$ cat config.mk
export PLATFORM = sky130hd
export DESIGN_NAME = regfile_mp_flat
export DESIGN_NICKNAME = d
export VERILOG_FILES = /design/src/rtl/regfile_mp_if.sv /design/src/rtl/regfile_mp.sv /design/src/flat_wrapper.sv
export SDC_FILE = /design/constraint.sdc
export NUM_CORES = 1
export LEC_CHECK = 0
export BUFFER_PORTS_ARGS = -buffer_cell sky130_fd_sc_hd__buf_2
export CORE_MARGIN = 10
export CORE_UTILIZATION = 56
export DETAILED_ROUTE_END_ITERATION = 7
export PLACE_DENSITY_LB_ADDON = 0.15
export SLEW_MARGIN = 15
export SYNTH_ARGS = -nofsm -noshare
export SYNTH_HDL_FRONTEND = slang
export SYNTH_SLANG_ARGS = --single-unit
$ cat constraint.sdc
create_clock -name clk -period 5.04 [get_ports clk]
set_clock_uncertainty 0.15 [all_clocks]
set_input_delay 0.756 -clock clk [delete_from_list [all_inputs] [get_ports clk]]
set_output_delay 0.756 -clock clk [all_outputs]
set_load 0.02 [all_outputs]
$ cat src/rtl/regfile_mp_if.sv
// Register file access bundle: read ports, two write lanes, clear/ready.
// Master drives requests; the register file is the slave.
interface regfile_mp_if #(
  parameter int DATA_W = 32,
  parameter int ADDR_W = 4,
  parameter int NUM_RD = 2
);
  logic                       clear;
  logic                       ready;
  logic [NUM_RD*ADDR_W-1:0]   rd_addr;
  logic [NUM_RD*DATA_W-1:0]   rd_data;
  logic                       wr_en0;
  logic [ADDR_W-1:0]          wr_addr0;
  logic [DATA_W-1:0]          wr_data0;
  logic                       wr_en1;
  logic [ADDR_W-1:0]          wr_addr1;
  logic [DATA_W-1:0]          wr_data1;

  modport master (
    output clear, rd_addr,
    output wr_en0, wr_addr0, wr_data0,
    output wr_en1, wr_addr1, wr_data1,
    input  ready, rd_data
  );

  modport slave (
    input  clear, rd_addr,
    input  wr_en0, wr_addr0, wr_data0,
    input  wr_en1, wr_addr1, wr_data1,
    output ready, rd_data
  );
endinterface

$ cat src/rtl/regfile_mp.sv
// Multi-read, dual-write register file with sweep-based clear.
// Storage has no reset so it can map onto RAM.
module regfile_mp #(
  parameter int DATA_W   = 32,
  parameter int ADDR_W   = 4,
  parameter int NUM_RD   = 2,
  parameter bit ZERO_REG = 1'b1,
  parameter bit BYPASS   = 1'b1
) (
  input  logic          clk,
  input  logic          rst,
  regfile_mp_if.slave   bus
);
  localparam int DEPTH = 2 ** ADDR_W;

  typedef enum logic {CLEAR, RUN} state_e;

  state_e              state_q, state_d;
  logic [ADDR_W:0]     clr_cnt_q, clr_cnt_d;
  logic                ready_q;
  logic                sweep_we;
  logic                wr0_ok, wr1_ok;
  logic [DATA_W-1:0]   mem_q [DEPTH];

  always_ff @(posedge clk) begin
    if (rst) begin
      state_q   <= CLEAR;
      clr_cnt_q <= '0;
      ready_q   <= 1'b0;
    end else begin
      state_q   <= state_d;
      clr_cnt_q <= clr_cnt_d;
      ready_q   <= (state_d == RUN);
    end
  end

  always_comb begin
    state_d   = state_q;
    clr_cnt_d = clr_cnt_q;
    sweep_we  = 1'b0;
    unique case (state_q)
      CLEAR: begin
        sweep_we  = 1'b1;
        clr_cnt_d = clr_cnt_q + 1'b1;
        if (clr_cnt_q == (ADDR_W+1)'(DEPTH-1))
          state_d = RUN;
      end
      RUN: begin
        if (bus.clear) begin
          state_d   = CLEAR;
          clr_cnt_d = '0;
        end
      end
      default: state_d = CLEAR;
    endcase
  end

  // lane 0 yields to lane 1 on an address collision
  always_comb begin
    wr0_ok = bus.wr_en0 && (state_q == RUN);
    wr1_ok = bus.wr_en1 && (state_q == RUN);
    if (ZERO_REG && bus.wr_addr0 == '0) wr0_ok = 1'b0;
    if (ZERO_REG && bus.wr_addr1 == '0) wr1_ok = 1'b0;
    if (bus.wr_en1 && bus.wr_addr1 == bus.wr_addr0)
      wr0_ok = 1'b0;
  end

  always_ff @(posedge clk) begin
    if (!rst) begin
      if (sweep_we)
        mem_q[clr_cnt_q[ADDR_W-1:0]] <= '0;
      if (wr0_ok)
        mem_q[bus.wr_addr0] <= bus.wr_data0;
      if (wr1_ok)
        mem_q[bus.wr_addr1] <= bus.wr_data1;
    end
  end

  assign bus.ready = ready_q;

  for (genvar k = 0; k < NUM_RD; k++) begin : g_rd
    logic [ADDR_W-1:0] ra;
    logic [DATA_W-1:0] rv;

    assign ra = bus.rd_addr[k*ADDR_W +: ADDR_W];

    always_comb begin
      rv = mem_q[ra];
      if (BYPASS && bus.wr_en0 && bus.wr_addr0 == ra)
        rv = bus.wr_data0;
      if (BYPASS && bus.wr_en1 && bus.wr_addr1 == ra)
        rv = bus.wr_data1;
      if (ZERO_REG && ra == '0)
        rv = '0;
      if (!ready_q)
        rv = '0;
    end

    assign bus.rd_data[k*DATA_W +: DATA_W] = rv;
  end
endmodule
$ cat src/flat_wrapper.sv
// flat-port wrapper written by rule: the top's interface ports become plain ports
module regfile_mp_flat 
#(
  parameter int DATA_W   = 32,
  parameter int ADDR_W   = 4,
  parameter int NUM_RD   = 2,
  parameter bit ZERO_REG = 1'b1,
  parameter bit BYPASS   = 1'b1
)
  (clk, rst, bus_clear, bus_rd_addr, bus_wr_en0, bus_wr_addr0, bus_wr_data0, bus_wr_en1, bus_wr_addr1, bus_wr_data1, bus_ready, bus_rd_data);
  regfile_mp_if #(.DATA_W(DATA_W), .ADDR_W(ADDR_W), .NUM_RD(NUM_RD)) bus_i ();
  input  logic clk;
  input  logic rst;
  input wire logic [$bits(bus_i.clear)-1:0] bus_clear;
  input wire logic [$bits(bus_i.rd_addr)-1:0] bus_rd_addr;
  input wire logic [$bits(bus_i.wr_en0)-1:0] bus_wr_en0;
  input wire logic [$bits(bus_i.wr_addr0)-1:0] bus_wr_addr0;
  input wire logic [$bits(bus_i.wr_data0)-1:0] bus_wr_data0;
  input wire logic [$bits(bus_i.wr_en1)-1:0] bus_wr_en1;
  input wire logic [$bits(bus_i.wr_addr1)-1:0] bus_wr_addr1;
  input wire logic [$bits(bus_i.wr_data1)-1:0] bus_wr_data1;
  output wire logic [$bits(bus_i.ready)-1:0] bus_ready;
  output wire logic [$bits(bus_i.rd_data)-1:0] bus_rd_data;
  assign bus_i.clear = bus_clear;
  assign bus_i.rd_addr = bus_rd_addr;
  assign bus_i.wr_en0 = bus_wr_en0;
  assign bus_i.wr_addr0 = bus_wr_addr0;
  assign bus_i.wr_data0 = bus_wr_data0;
  assign bus_i.wr_en1 = bus_wr_en1;
  assign bus_i.wr_addr1 = bus_wr_addr1;
  assign bus_i.wr_data1 = bus_wr_data1;
  assign bus_ready = bus_i.ready;
  assign bus_rd_data = bus_i.rd_data;
  regfile_mp #(.DATA_W(DATA_W), .ADDR_W(ADDR_W), .NUM_RD(NUM_RD), .ZERO_REG(ZERO_REG), .BYPASS(BYPASS)) u_core (.clk(clk), .rst(rst), .bus(bus_i));
endmodule
==> flow_metrics.env <==
export IMPL_ys_ff_latch=518
export IMPL_ios=150
export IMPL_static_leakage_power_nw=12.1
export IMPL_cts_resized=0
export IMPL_synth_cells=2672
export IMPL_criticalPathCategory="input port to output pin"
export IMPL_synth_cell_types=48
export IMPL_grt_pass1_vias=23400
export IMPL_cts_root_buffer="clkbuf_16"
export IMPL_dieHeight_um=254
export IMPL_layout_common_cells="615 x nand2_1, 512 x edfxtp_1, 494 x o21ai_0"
export IMPL_cts_buffer_depth=3
export IMPL_maxSlewHeadroom=0.259
export IMPL_endpoint_kind="output pin"
export IMPL_cts_buffers=56
export IMPL_die_width_um=254
export IMPL_maxCapViolCount=0
export IMPL_regArea_um2=15500
export IMPL_cp_startpoint="bus_rd_addr[7]"
export IMPL_cts_hold_buf=0
export IMPL_ant_nets=0
export IMPL_power_density_nw_per_um2=282
export IMPL_yosys_top_cells_area="edfxtp_1 50%, mux4_2 19%, o21ai_0 8.3%, nand2_1 7.5%, clkbuf_1 2.8%"
export IMPL_final_layout_size_suffix_gt1_frac=0.227
export IMPL_clock_latency_ps=620
export IMPL_yosys_warnings=0
export IMPL_arrival_ps=3640
export IMPL_layout_commonest_cell="nand2_1"
export IMPL_hold_viol_final=0
export IMPL_hp_start="bus_clear"
export IMPL_finalCritPeriodShare=0.902
export IMPL_num_vias=23800
export IMPL_grt_max_degree=83
export IMPL_dr_pass1_iters=6
export IMPL_worstPathMaxFanout=38
export IMPL_dieArea_um2=64600
export IMPL_vias_per_cell=7.10
export IMPL_worstHoldPathType="input port to flop"
export IMPL_drtIter0Drc=3417
export IMPL_place_gp_congestion=0.913
export IMPL_synthFlopType="edfxtp_1"
export IMPL_post_cts_setup_buffers=0
export IMPL_clk_pin_slew_ps=60
export IMPL_grt_ovfl_total=0
export IMPL_required_ps=4130
export IMPL_ir_worst_vdd_mv=0.259
export IMPL_r2r_start="u_core.state_q"
export IMPL_yosysSeqAreaShare=0.504
export IMPL_slew_viol_final=0
export IMPL_yosysTopAreaCellShare=0.500
export IMPL_layoutNonFillerInstCount=3358
export IMPL_crit_path_start_kind="input port"
export IMPL_ys_async_sr_fraction=0
export IMPL_grt_total_usage=0.315
export IMPL_syn_area_per_cell_um2=11.5
export IMPL_core_um2=54000
export IMPL_post_drt_wl_per_cell_um=30.6
export IMPL_setup_tns_ps=0
export IMPL_routed_wl_um=103000
export IMPL_drc=0
export IMPL_io_buffers=149
export IMPL_antenna_found_initial=3
export IMPL_yosysTopAreaCell="edfxtp_1"
export IMPL_cts_tree="yes"
export IMPL_period_needed_ps=4550
export IMPL_num_fill_cells=4174
export IMPL_regToRegSetupSlack_ps=1480
export IMPL_place_hpwl_um=58100
export IMPL_cts_sinks=518
export IMPL_fin_nets=2699
export IMPL_setup_viol=0
export IMPL_syn_to_final_growth_pct=9.78
export IMPL_synth_edf_count=512
export IMPL_initial_core_util=0.569
export IMPL_rsz0062_at_grt="no"
export IMPL_outcome="finished, final reports clean"
export IMPL_grt_pass1_wl_um=150000
export IMPL_synthesis_area_um2=30700
export IMPL_rows=85
export IMPL_dpl_cell_count=3250
export IMPL_worstMarginPinSlew_ps=1110
export IMPL_htree_levels=2
export IMPL_max_freq_mhz=220
export IMPL_syn_nets=2759
export IMPL_multi_input_area_um2=13900
-- sequential cells by signal, summed over array words and instances, names as in the netlist --
name,flops
u_core.state_q,1
u_core.mem_q,512
u_core.clr_cnt_q,5
-- metal layers --
metal / track usage / up-vias / routed length [um]
met4: 0.152 / 2 / 4510
li1: - / 10000 / -
met5: 0 / - / 12
met2: 0.502 / 1778 / 48800
met3: 0.0810 / 340 / 13400
met1: 0.400 / 11700 / 36000
-- where the power goes --
part | switching (mW) | internal, mW
clock | 1.75 | 2.34
combinational | 0.450 | 0.262
sequential | 0.0224 | 4.71
-- stage by stage --
step | area [um^2] | setup slack [ps] | util | hold WS (ps) | power [mW]
6_report | 33700 | 492 | 0.624 | 291 | 9.53
5_1_grt | 33700 | 473 | 0.624 | 316 | 9.73
3_3_place_gp | 31900 | 591 | 0.591 | 383 | 5.50
2_1_floorplan | 30700 | 322 | - | 377 | 5.30
3_5_place_dp | 31900 | 536 | 0.591 | 400 | 5.52
4_1_cts | 33700 | 521 | 0.624 | 272 | 9.52
-- critical path, cell delays in order --
cell and delay [ps]:
buf_4 530, xnor2_1 180, and3_2 520, buf_4 350, a2111oi_0 870, a221o_1 220
buf_2 170
-- cell type report --
type,instances,area share
Timing Repair Buffer,223,0.0465
Clock buffer,67,0.0428
Clock inverter,36,0.00983
Antenna cell,5,0.000371
Inverter,34,0.00378
Sequential cell,518,0.459
Multi-Input combinational cell,1779,0.412
Tap cell,696,0.0258
-- final timing paths --
check | endpoint | cells past startpoint
worst max-delay path | bus_rd_data[61] | 7
worst min-delay path | u_core.clr_cnt_q[4] | 3
worst max register to register | u_core.mem_q[7][30] | 6
worst min register to register | u_core.clr_cnt_q[4] | 3
-- Yosys cell counts, types with 6 or more instances --
library cell,number
a221o_1,32
nand2_1,616
xor2_1,12
xnor2_1,8
mux4_2,255
mux2i_1,32
nor3_1,14
nand3_1,6
a211oi_1,32
edfxtp_1,512
o21ai_0,509
o21ai_1,21
clkbuf_1,229
nand2b_1,9
nor2b_1,38
nor2_1,15
buf_6,8
buf_1,10
a22oi_1,64
buf_2,66
a31oi_1,40
dfxtp_1,6
inv_1,34
a2111oi_0,32
buf_4,25
a21oi_1,12
-- kinds of logic (layout without fill, tap and decap cells) --
group,after synthesis,in the layout,share of synthesized area
AOI/OAI and AO/OA,749,749,0.142
and+or+nand+nor,719,719,0.0947
DFF,518,518,0.504
buffers and inverters,375,360,0.0549
muxes,289,289,0.198
xor gates and xnor gates,20,20,0.00570
adders and majority gates,2,2,0.000814
other,0,5,0
Power figures use the tool's default switching activity.
